--- config.mk ---
export PLATFORM = sky130hd
export DESIGN_NAME = pipe_ctrl_flat
export DESIGN_NICKNAME = d
export VERILOG_FILES = /design/src/rtl/pipe_ctrl_if.sv /design/src/rtl/pipe_ctrl.sv /design/src/flat_wrapper.sv
export SDC_FILE = /design/constraint.sdc
export NUM_CORES = 1
export LEC_CHECK = 0
export BUFFER_PORTS_ARGS = -buffer_cell sky130_fd_sc_hd__buf_2
export CORE_MARGIN = 3
export CORE_UTILIZATION = 40
export CTS_BUF_LIST = sky130_fd_sc_hd__clkbuf_4 sky130_fd_sc_hd__clkbuf_8 sky130_fd_sc_hd__clkbuf_16
export DETAILED_ROUTE_END_ITERATION = 16
export SLEW_MARGIN = 20
export SYNTH_ARGS = -nofsm -noshare
export SYNTH_HDL_FRONTEND = slang
export SYNTH_SLANG_ARGS = --single-unit
--- constraint.sdc ---
create_clock -name clk -period 2.7 [get_ports clk]
set_input_delay 0.54 -clock clk [delete_from_list [all_inputs] [get_ports clk]]
set_output_delay 0.54 -clock clk [all_outputs]
set_load 0.02 [all_outputs]
--- src/rtl/pipe_ctrl_if.sv ---
// Bundles the request side (stall sources, flush, counter clear) and the control
// outputs of the pipeline controller into one port.
interface pipe_ctrl_if #(
    parameter int NSTAGE = 6,
    parameter int NREQ   = 2,
    parameter int CNT_W  = 32
);
    logic [NREQ-1:0]   stallreq;
    logic              flush_req;
    logic [31:0]       flush_pc;
    logic              cnt_clr;

    logic [NSTAGE-1:0] stall;
    logic              flush;
    logic [31:0]       new_pc;
    logic [CNT_W-1:0]  stall_cycles;
    logic [CNT_W-1:0]  flush_count;
    logic              hang;

    // The master side raises requests; the controller is the slave.
    modport master (
        output stallreq, flush_req, flush_pc, cnt_clr,
        input  stall, flush, new_pc, stall_cycles, flush_count, hang
    );

    modport slave (
        input  stallreq, flush_req, flush_pc, cnt_clr,
        output stall, flush, new_pc, stall_cycles, flush_count, hang
    );
endinterface

--- src/rtl/pipe_ctrl.sv ---
// Pipeline control unit: merges per-source stall requests and a flush request into
// the stall bus, flush strobe and redirect PC, with perf counters and a hang watchdog.
module pipe_ctrl #(
    parameter int                NSTAGE     = 6,
    parameter int                NREQ       = 2,
    parameter logic [NREQ*4-1:0] REQ_STAGE  = {4'd3, 4'd2},
    parameter bit                REG_FLUSH  = 1'b0,
    parameter int                CNT_W      = 32,
    parameter int                HANG_LIMIT = 1024
) (
    input  logic       clk,
    input  logic       rst,
    pipe_ctrl_if.slave bus
);

    localparam logic [CNT_W-1:0] HANG_MAX = CNT_W'(HANG_LIMIT);
    localparam logic [CNT_W-1:0] CNT_MAX  = '1;

    logic [NSTAGE-1:0] w_req_stall;
    logic              w_flush_src;
    logic [31:0]       w_new_pc_src;
    logic              w_flush;
    logic [31:0]       w_new_pc;
    logic [NSTAGE-1:0] w_stall;
    logic [CNT_W-1:0]  w_streak_nxt;

    logic [CNT_W-1:0]  r_stall_cycles;
    logic [CNT_W-1:0]  r_flush_count;
    logic [CNT_W-1:0]  r_streak;
    logic              r_hang;

    // Each active source stalls stages 0..REQ_STAGE[i]; an out-of-range field
    // simply saturates to the whole bus.
    always_comb begin
        // NOTE: every variable gets a default first so this block can never infer a latch.
        w_req_stall = '0;
        for (int i = 0; i < NREQ; i++) begin
            if (bus.stallreq[i]) begin
                for (int k = 0; k < NSTAGE; k++) begin
                    if (int'(REQ_STAGE[i*4 +: 4]) >= k) begin
                        w_req_stall[k] = 1'b1;
                    end
                end
            end
        end
    end

    generate
        if (REG_FLUSH) begin : g_reg_flush
            logic        r_flush;
            logic [31:0] r_new_pc;

            // NOTE: sequential state uses non-blocking assignments so every register
            // samples pre-edge values regardless of statement order.
            always_ff @(posedge clk) begin
                if (rst) begin
                    r_flush  <= 1'b0;
                    r_new_pc <= '0;
                end else begin
                    r_flush  <= bus.flush_req;
                    r_new_pc <= bus.flush_req ? bus.flush_pc : 32'h0;
                end
            end

            assign w_flush_src  = r_flush;
            assign w_new_pc_src = r_new_pc;
        end else begin : g_comb_flush
            assign w_flush_src  = bus.flush_req;
            assign w_new_pc_src = bus.flush_req ? bus.flush_pc : 32'h0;
        end
    endgenerate

    // Reset masks every control output combinationally; flush beats any stall.
    assign w_flush  = rst ? 1'b0 : w_flush_src;
    assign w_new_pc = w_flush ? w_new_pc_src : 32'h0;
    assign w_stall  = (rst || w_flush) ? '0 : w_req_stall;

    always_comb begin
        w_streak_nxt = r_streak;
        if (w_stall == '0) begin
            w_streak_nxt = '0;
        end else if (r_streak != HANG_MAX) begin
            w_streak_nxt = r_streak + 1'b1;
        end
    end

    // Counter clear shares priority with reset so it wins over any increment.
    always_ff @(posedge clk) begin
        if (rst || bus.cnt_clr) begin
            r_stall_cycles <= '0;
            r_flush_count  <= '0;
            r_streak       <= '0;
            r_hang         <= 1'b0;
        end else begin
            if ((w_stall != '0) && (r_stall_cycles != CNT_MAX)) begin
                r_stall_cycles <= r_stall_cycles + 1'b1;
            end
            if (w_flush && (r_flush_count != CNT_MAX)) begin
                r_flush_count <= r_flush_count + 1'b1;
            end
            r_streak <= w_streak_nxt;
            if (w_streak_nxt == HANG_MAX) begin
                r_hang <= 1'b1;
            end
        end
    end

    assign bus.stall        = w_stall;
    assign bus.flush        = w_flush;
    assign bus.new_pc       = w_new_pc;
    assign bus.stall_cycles = r_stall_cycles;
    assign bus.flush_count  = r_flush_count;
    assign bus.hang         = r_hang;

endmodule

--- src/flat_wrapper.sv ---
// flat-port wrapper written by rule: the top's interface ports become plain ports
module pipe_ctrl_flat 
#(
    parameter int                NSTAGE     = 6,
    parameter int                NREQ       = 2,
    parameter logic [NREQ*4-1:0] REQ_STAGE  = {4'd3, 4'd2},
    parameter bit                REG_FLUSH  = 1'b0,
    parameter int                CNT_W      = 32,
    parameter int                HANG_LIMIT = 1024
)
  (clk, rst, bus_stallreq, bus_flush_req, bus_flush_pc, bus_cnt_clr, bus_stall, bus_flush, bus_new_pc, bus_stall_cycles, bus_flush_count, bus_hang);
  pipe_ctrl_if #(.NSTAGE(NSTAGE), .NREQ(NREQ), .CNT_W(CNT_W)) bus_i ();
  input  logic clk;
  input  logic rst;
  input wire logic [$bits(bus_i.stallreq)-1:0] bus_stallreq;
  input wire logic [$bits(bus_i.flush_req)-1:0] bus_flush_req;
  input wire logic [$bits(bus_i.flush_pc)-1:0] bus_flush_pc;
  input wire logic [$bits(bus_i.cnt_clr)-1:0] bus_cnt_clr;
  output wire logic [$bits(bus_i.stall)-1:0] bus_stall;
  output wire logic [$bits(bus_i.flush)-1:0] bus_flush;
  output wire logic [$bits(bus_i.new_pc)-1:0] bus_new_pc;
  output wire logic [$bits(bus_i.stall_cycles)-1:0] bus_stall_cycles;
  output wire logic [$bits(bus_i.flush_count)-1:0] bus_flush_count;
  output wire logic [$bits(bus_i.hang)-1:0] bus_hang;
  assign bus_i.stallreq = bus_stallreq;
  assign bus_i.flush_req = bus_flush_req;
  assign bus_i.flush_pc = bus_flush_pc;
  assign bus_i.cnt_clr = bus_cnt_clr;
  assign bus_stall = bus_i.stall;
  assign bus_flush = bus_i.flush;
  assign bus_new_pc = bus_i.new_pc;
  assign bus_stall_cycles = bus_i.stall_cycles;
  assign bus_flush_count = bus_i.flush_count;
  assign bus_hang = bus_i.hang;
  pipe_ctrl #(.NSTAGE(NSTAGE), .NREQ(NREQ), .REQ_STAGE(REQ_STAGE), .REG_FLUSH(REG_FLUSH), .CNT_W(CNT_W), .HANG_LIMIT(HANG_LIMIT)) u_core (.clk(clk), .rst(rst), .bus(bus_i));
endmodule
==> results.toml, run 1 <==
[outcome]
status = "finished clean"

[pwr]
combPwrFrac_pct = 5.2
vdd_drop_max_mv = 0.3085
p_leak_uw = 0.002579
p_int_uw = 2149
p_switching_uw = 667.3
sequentialPowerShare_pct = 50.9
swShare_pct = 23.69
clockPowerShare_pct = 43.9
power_density_nw_per_um2 = 447.6

[layout]
nFillCells = 1238
layout-drive-gt1-share_pct = 26.49
layout_commonest_cell = "buf_2"
multiInputGateArea_um2 = 2980
n_antenna_cell = 0
nNetsFinal = 792
register_area_um2 = 1944
layout_common_cells = "buf_2, nor2_1, dfxtp_1, xor2_1"
area_growth_syn_to_layout_pct = 23.84
postLayoutCellArea_um2 = 6292
instances_no_fill = 923

[die]
die_h_um = 118.7
fp.dieW_um = 118.7
core_um2 = 12210
die_area_um2 = 14090
io_pins = 142
start_util_pct = 41.61
rows = 40

[place]
dp_slack_ns = 0.06844
place_area_um2 = 5959
portBuffers = 139
dp_hpwl_um = 9685
place_congestion = 0.8674
dp.cells = 906

[cts]
htree_levels = 3
cts_tree = "built"
cts_buffers = 9
cts_root_buf = "clkbuf_16"
clkSlewWorstSetupHoldPaths_ns = 0.07
clock_latency_ns = 0.35
cts_num_sinks = 97
cts_buffer_depth = 2

[timing]
setup_viol = 0
fin_ws_ns = 0.2646
whs_ns = 0.4762
fmax_mhz = 410.6
max_slew_margin_pct = 53.01
finalSetupTns_ns = 0
worstMarginPinSlew_ns = 0.6995
finalCritPeriodShare_pct = 90.20
hold_viol_final = 0
fin_skew_ns = 0.01018
min_period_ns = 2.435
slew_violations = 0
rsz0062_at_grt = "false"

[worst_setup_path]
startpoint = "u_core.r_streak[0]"
crit_fanout = 6
startpoint_type = "flop"
crit_arrival_ns = 2.71
endpoint_kind = "flop"
worstPathRequired_ns = 2.97
r2r_start = "u_core.r_streak[0]"
crit_type = "flop to flop"

[drt]
wl_per_cell_um = 13.85
vias_per_cell = 5.009
drt_pre_antenna_iters = 4
vias = 4623
initialDrtViolationCount = 186
totalWireLength_um = 12780
drc = 0
antenna_left = 0

[synthesis]
async_reset_ff_share_pct = 0
synth_edf_count = 0
yosysSeqAreaShare_pct = 38.22
syn_inst = 612
syn_area_per_cell_um2 = 8.302
synthTopCellsByArea = "dfxtp_1, xor2_1, nor2_1"
synth_top_area_cell = "dfxtp_1"
yosysWarnings = 0
synthDistinctLibCells = 51
ys.flop_type = "dfxtp_1"
ys_ff_latch = 97
synth_top_area_share_pct = 38.22
synth_area_um2 = 5081

[grt]
grt_max_degree = 37
antenna_found_initial = 0
first_global_vias = 4369
grt_usage_pct = 18.43
overflow = 0
grt_pass1_wl_um = 21330

[hold_path]
hp-start = "u_core.bus.hang"
min_path_type = "flop to flop"

[flow_run]
drv_cap = 0
[logic make-up after synthesis]
logic type      count (synthesis)  share of synthesized area (%)
simple gates                  330                          35.95
flops                          97                          38.22
xor+xnor                       89                          15.34
buf+inv                        46                          3.915
compound gates                 45                          5.516
fa+ha+maj                       4                         0.9850
other cells                     1                        0.07380
[power by group through the flow]
stage | registers [uW] | logic, uW | clock network (uW)
finish | 1430 | 147 | 1240
global route | 1430 | 161 | 1350
CTS | 1430 | 149 | 1280
detailed placement | 1470 | 148 | 0
global placement | 1470 | 148 | 0
floorplan | 1470 | 85.6 | 0
[cells in the mapped netlist (2+ instances only)]
cell / number
or3_1: 9
clkbuf_2: 2
xor2_1: 47
dfxtp_1: 97
nand4_4: 2
nor3_1: 16
nor2_1: 103
buf_4: 4
inv_1: 19
nor2b_1: 3
xnor2_1: 42
o21a_1: 3
nor4b_1: 3
or2_2: 3
ha_1: 4
and4_1: 9
nand4_2: 4
o31ai_1: 2
a21oi_1: 14
nor4_1: 14
and3_1: 12
a211oi_1: 2
or4_4: 2
nand4_1: 20
o21ai_0: 15
o211ai_1: 2
nand2_1: 42
nor4_4: 4
nand3_1: 36
clkbuf_1: 19
and2_1: 38
[registers in the layout, summed over array words and instances (netlist names)]
register,count
u_core.bus.flush_count,32
u_core.bus.hang,1
u_core.bus.stall_cycles,32
u_core.r_streak,32
[what timing repair did]
| item | CTS | global route |
|---|---|---|
| setup buffers | 0 | 1 |
| resized for setup | 0 | 8 |
| hold buffers | 0 | 0 |
| endpoints found under the setup margin | 0 | 1 |
[through the flow]
stage	total power (uW)	utilization, %
5_1_grt	2941	51.53
3_5_place_dp	1615	48.80
2_1_floorplan	1553	-
6_report	2816	51.53
3_3_place_gp	1614	48.80
4_1_cts	2863	51.17
[worst paths after layout]
| kind | end | slack, ns | cells after the start |
|---|---|---|---|
| hold / removal | u_core.bus.hang | 0.48 | 2 |
| setup / recovery | u_core.bus.hang | 0.26 | 9 |
| setup reg to reg | u_core.bus.hang | 0.26 | 9 |
| hold reg to reg | u_core.bus.hang | 0.48 | 2 |
[worst max-delay path: stages (launching register included)]
cell	delay, ns
dfxtp_1	0.44
ha_4	0.20
inv_1	0.11
nor4_4	0.40
and3_1	0.22
xnor2_1	0.15
o2111ai_1	0.17
nor4_2	0.31
a21oi_1	0.12
o31ai_1	0.23
[per-layer routing]
metal	vias up	GRT usage (%)	routed length (um)
li1	2352	-	-
met1	2111	22.88	5732
met2	139	30.34	5958
met3	21	4.641	818
met4	0	7.748	274
met5	-	0	0
[area by class of cell]
| class | count | share of cell area (%) |
|---|---|---|
| flip-flops and latches | 97 | 30.90 |
| clock inverters | 6 | 0.7954 |
| clock buffers | 10 | 3.798 |
| inverters | 20 | 1.193 |
| well taps | 168 | 3.341 |
| repair buffers | 152 | 12.61 |
| multi-input cells | 470 | 47.37 |
No activity file was read; power rests on OpenSTA's default activity.
==> run 2, diff against run 1 <==
==> constraint.sdc (replaced) <==
create_clock -name clk -period 2.3 [get_ports clk]
set_input_delay 0.46 -clock clk [delete_from_list [all_inputs] [get_ports clk]]
set_output_delay 0.46 -clock clk [all_outputs]
set_load 0.02 [all_outputs]
==> run 2 against run 1 <==
  * Clock-buffer cell count increased by 4
  * Fmax increased by 9.7%
  * Combinational power increased by 24%
  * Critical path depth unchanged
  * Worst hold slack improved by 0.0099 ns
  * Highest routed layer unchanged
  * Sequential share of layout area decreased by 2.4 points
  * Register-to-register slack got worse by 0.18 ns
  * Global-route usage increased by 0.51 points
  * Die area unchanged
  * First-iteration DRC count increased by 42%
==> results.toml, run 2 (synthesized netlist as in run 1, its figures left out) <==
[die]
start_util_pct = 41.61
die_area_um2 = 14090
fp.dieW_um = 118.7
die_h_um = 118.7
core_um2 = 12210
io_pins = 142
rows = 40

[pwr]
p_leak_uw = 0.002927
p_total_uw = 3440
vdd_drop_max_mv = 0.3661
power_density_nw_per_um2 = 501.3

[timing]
finalCritPeriodShare_pct = 96.49
setup_viol = 0
rsz0062_at_grt = "true"
finalSetupTns_ns = 0
whs_ns = 0.4861
worstMarginPinSlew_ns = 0.6138
min_period_ns = 2.219
fin_ws_ns = 0.08066
slew_violations = 0
max_slew_margin_pct = 58.76
fmax_mhz = 450.6
fin_skew_ns = 0.009529
hold_viol_final = 0

[hold_path]
min_path_type = "flop to flop"
hp-start = "u_core.bus.hang"
whs_path_depth = 2
worstHoldEndpoint = "u_core.bus.hang"

[layout]
nNetsFinal = 844
layout_commonest_cell = "buf_2"
n_antenna_cell = 0
layout-drive-gt1-share_pct = 34.45
layout_common_cells = "buf_2, nor2_1, dfxtp_1, buf_4, xor2_1"
register_area_um2 = 1954
area_growth_syn_to_layout_pct = 35.04
utilization_pct = 56.19
nFillCells = 1139
multiInputGateArea_um2 = 3109

[cts]
cts.hold.buffers_added = 0
clkSlewWorstSetupHoldPaths_ns = 0.06
cts_tree = "built"
cts_root_buf = "clkbuf_16"
cts_buffer_depth = 2
cts_buffers = 9
cts_num_sinks = 97
clock_latency_ns = 0.35
htree_levels = 3

[drt]
antenna_left = 0
vias = 4867
drc = 0
vias_per_cell = 4.992
totalWireLength_um = 13640
initialDrtViolationCount = 265
wl_per_cell_um = 13.99
drt_pre_antenna_iters = 4

[grt]
grt_usage_pct = 18.93
antenna_found_initial = 0
grt_max_degree = 46
grt_pass1_wl_um = 22070
overflow = 0
first_global_vias = 4609

[worst_setup_path]
crit_arrival_ns = 2.47
max_stage_delay_ns = 0.40
crit_slowest_cell = "nor4_4"
endpoint_kind = "flop"
ff2ff_setup_slack_ns = 0.08
worstPathRequired_ns = 2.55
critPathTopFamily = "simple AND/OR/NAND/NOR gates"
crit_fanout = 6
crit_type = "flop to flop"
r2r_cells = 9
critPathBufInv = 1
rr_endpoint = "u_core.bus.hang"
r2r_start = "u_core.r_streak[0]"
crit_path_cell_trace = "ha_4, inv_2, nor4_4, and3_4, xnor2_2, o2111ai_2, nor4_2, a21oi_1, o31ai_1"
startpoint_type = "flop"

[outcome]
status = "finished clean"

[place]
place_congestion = 0.8839
dp_hpwl_um = 10450
dp_slack_ns = -0.01233
portBuffers = 139

[flow_run]
drv_cap = 0
-- run 2: cell count changes in the layout (fill, tap and decap cells not counted), sizes merged --
cell and delta:
clkinvlp -2, bufinv +1, inv -3, buf +52
clkbuf +4
-- run 2: worst reg2reg max path, delay by kind of cell (launching register included) --
family / cells / cell delay (ns)
adder cells (fa/ha/maj): 1 / 0.15
buffers and inverters: 1 / 0.06
flip-flops: 1 / 0.37
XOR/XNOR: 1 / 0.13
AND/OR/NAND/NOR: 3 / 0.95
AO/OA/AOI/OAI: 3 / 0.48
-- run 2: worst max path at each step --
stage | slack [ns] | to | depth (start not counted) | start
5_1_grt | -0.06 | u_core.bus.hang | 11 | u_core.r_streak[1]
6_report | 0.08 | u_core.bus.hang | 9 | u_core.r_streak[0]
3_3_place_gp | 0.1 | u_core.bus.hang | 9 | u_core.r_streak[4]
2_1_floorplan | -0.006 | u_core.bus.stall_cycles[23] | 8 | u_core.bus.stall_cycles[16]
3_5_place_dp | -0.01 | u_core.bus.hang | 8 | u_core.r_streak[11]
4_1_cts | 0.008 | u_core.bus.hang | 8 | u_core.r_streak[11]
-- run 2: what timing repair did --
item	4_1_cts	5_1_grt
endpoints found under the hold margin	0	0
endpoints found under the setup margin	1	27
setup buffers	0	3
resized for setup	3	31
pin swaps	1	12
-- run 2: metrics by stage --
stage	cells	area [um2]
4_1_cts	972	6686
5_1_grt	975	6862
3_3_place_gp	956	6351
3_5_place_dp	956	6351
6_report	975	6862
2_1_floorplan	613	5091
-- run 2: cell type report --
class	instances	share of cell area, %
clock inverter	2	0.5106
inverter	20	1.094
tap	168	3.063
multi-input combinational	470	45.31
sequential	97	28.48
timing repair buffer	204	17.43
clock buffer	14	4.103
-- run 2: power breakdown --
part | switching [uW] | leakage (uW) | internal [uW]
Sequential | 2.57 | 0.000786 | 1680
Clock | 620 | 0.000160 | 955
Combinational | 111 | 0.00198 | 70.2
Total | 734 | 0.00293 | 2710
-- run 2: per-layer routing --
layer	global-route usage (%)	wire length, um	share of wire (%)	up-vias
met5	0	0	0	-
met4	6.372	312	2.3	0
met3	6.316	851	6.2	26
met2	29.17	6222	46	112
met1	24.89	6254	46	2273
li1	-	-	-	2456
==> run 3, diff against run 2 <==
--- a/config.mk
+++ b/config.mk
@@ -7,7 +7,7 @@
 export LEC_CHECK = 0
 export BUFFER_PORTS_ARGS = -buffer_cell sky130_fd_sc_hd__buf_2
 export CORE_MARGIN = 3
-export CORE_UTILIZATION = 40
+export CORE_UTILIZATION = 30
 export CTS_BUF_LIST = sky130_fd_sc_hd__clkbuf_4 sky130_fd_sc_hd__clkbuf_8 sky130_fd_sc_hd__clkbuf_16
 export DETAILED_ROUTE_END_ITERATION = 16
 export SLEW_MARGIN = 20
==> constraint.sdc (replaced) <==
create_clock -name clk -period 1.8 [get_ports clk]
set_input_delay 0.36 -clock clk [delete_from_list [all_inputs] [get_ports clk]]
set_output_delay 0.36 -clock clk [all_outputs]
set_load 0.02 [all_outputs]
==> run 3 against run 2 <==
  * The flow now finishes with violations (negative setup slack)
  * Clock-buffer cell count fell by 5
  * Design area rose by 29%
  * Register-to-register slack got worse by 0.46 ns
  * Global-route usage fell by 2.5 points
  * Power rose by 29%
  * Setup slack got worse by 0.46 ns
  * Fmax rose by 1.8%
  * Combinational power rose by 47%
  * Non-clock buffer count rose by 150
  * Utilization fell by 1.6 points
  * Worst hold slack got worse by 0.098 ns
  * Critical endpoint unchanged
  * Largest power group unchanged
==> results.toml, run 3 (synthesized netlist as in run 1, its figures left out) <==
[place]
dp_hpwl_um = 11340
portBuffers = 139
place_area_um2 = 7566
place_congestion = 0.8196

[drt]
totalWireLength_um = 16070
wl_per_cell_um = 13.70
vias_per_cell = 4.603
antenna_left = 0
vias = 5399
drc = 0
drt_pre_antenna_iters = 6
initialDrtViolationCount = 226

[worst_setup_path]
crit_type = "flop to flop"
rr_endpoint = "u_core.bus.hang"
r2r_start = "u_core.r_streak[3]"
startpoint_type = "flop"
startpoint = "u_core.r_streak[3]"
crit_arrival_ns = 2.45
endpoint_kind = "flop"
worstPathRequired_ns = 2.07
r2r_cells = 10
crit_fanout = 5
ff2ff_setup_slack_ns = -0.38
worstSetupEndpoint = "u_core.bus.hang"

[cts]
cts_buffers = 9
cts_num_sinks = 97
clock_latency_ns = 0.35
cts_buffer_depth = 2
cts_tree = "built"
htree_levels = 3
clkSlewWorstSetupHoldPaths_ns = 0.07
cts_root_buf = "clkbuf_16"

[grt]
grt_pass1_wl_um = 24860
antenna_found_initial = 0
first_global_vias = 5252
grt_usage_pct = 16.44
overflow = 0
grt_max_degree = 51

[layout]
utilization_pct = 54.59
nNetsFinal = 994
nFillCells = 1469
n_antenna_cell = 0
layout-drive-gt1-share_pct = 57.26
area_growth_syn_to_layout_pct = 74.39
layout_commonest_cell = "buf_4"
postLayoutCellArea_um2 = 8861
layout_common_cells = "buf_4, buf_2, nor2_1, dfxtp_1, xor2_1"

[die]
io_pins = 142
start_util_pct = 31.31
fp.dieW_um = 136.1
rows = 46
die_area_um2 = 18530
die_h_um = 136.1
core_um2 = 16230

[timing]
hold_viol_final = 0
fin_skew_ns = 0.008499
setup_viol = 48
finalCritPeriodShare_pct = 121.1
fin_ws_ns = -0.3798
fmax_mhz = 458.8
rsz0062_at_grt = "true"
min_period_ns = 2.180
slew_violations = 0

[hold_path]
min_path_type = "input port to flop"

[outcome]
violations = "negative setup slack"
status = "complete, but fails checks"

[pwr]
p_int_uw = 3433
swShare_pct = 22.80
vdd_drop_max_mv = 0.4953
sequentialPowerShare_pct = 47.3
clockPowerShare_pct = 46.7
p_switching_uw = 1014
power_density_nw_per_um2 = 501.8
combPwrFrac_pct = 6.0
p_leak_uw = 0.003986

[flow_run]
drv_cap = 0
## run 3: critical path: stages (launching register included)
cell and delay [ns]:
dfxtp_2 0.35, nand3_2 0.10, buf_6 0.14, nor4_4 0.26
buf_4 0.19, and2_4 0.17, xnor2_2 0.12, o211ai_1 0.14
nor4_2 0.31, a21oi_1 0.11, o31ai_1 0.23
## run 3: worst min path at each step
stage                                            end  slack [ns]                        from  cells after the start
after floorplan                   u_core.r_streak[1]        0.48          u_core.r_streak[1]                      2
after global placement    u_core.bus.flush_count[31]        0.49  u_core.bus.flush_count[31]                      2
after detailed placement             u_core.bus.hang        0.50             u_core.bus.hang                      2
after CTS                        u_core.r_streak[10]        0.36                 bus_cnt_clr                      4
after global routing             u_core.r_streak[10]        0.41                 bus_cnt_clr                      4
final                            u_core.r_streak[10]        0.39                 bus_cnt_clr                      4
## run 3: power groups by stage
stage | sequential (uW) | combinational, uW | clock, uW
floorplan | 2160 | 129 | 0
global placement | 2150 | 246 | 0
detailed placement | 2150 | 248 | 0
CTS | 2100 | 256 | 2130
global route | 2100 | 289 | 2210
finish | 2100 | 268 | 2080
## run 3: metrics by stage
stage | power [uW] | cells | TNS, ns | hold WS (ns) | setup WS, ns
after floorplan | 2287 | 613 | -6.444 | 0.4816 | -0.3902
after CTS | 4489 | 1151 | -6.245 | 0.3642 | -0.2923
after global placement | 2401 | 1121 | -6.709 | 0.4908 | -0.3021
final | 4447 | 1173 | -7.212 | 0.3885 | -0.3798
after detailed placement | 2403 | 1121 | -7.796 | 0.5001 | -0.3642
after global routing | 4600 | 1173 | -13.42 | 0.4121 | -0.5131
## run 3: metal layers
metal  routed length (um)  vias to the layer above  global-route usage (%)
met4                  232                        0                   4.535
met1                 7281                     2530                   21.61
li1                     -                     2763                       -
met3                  652                       19                   4.071
met2                 7900                       87                   26.88
met5                    0                        -                       0
## run 3: area by class of cell
type,instances,area [um2],share of cell area (%)
Clock inverter,7,95.09,1.073
Tap cell,216,270.3,3.050
Multi-Input combinational cell,470,3660,41.30
Sequential cell,97,2076,23.43
Inverter,20,88.84,1.003
Clock buffer,9,225.2,2.542
Timing Repair Buffer,354,2446,27.61
## run 3: repair_timing
| item | CTS | global route |
|---|---|---|
| pin swaps | 49 | 74 |
| hold buffers | 0 | 0 |
| buffers inserted | 13 | 26 |
| cloned | 1 | 0 |
| setup endpoints to repair | 60 | 92 |
| gates resized for setup | 55 | 106 |
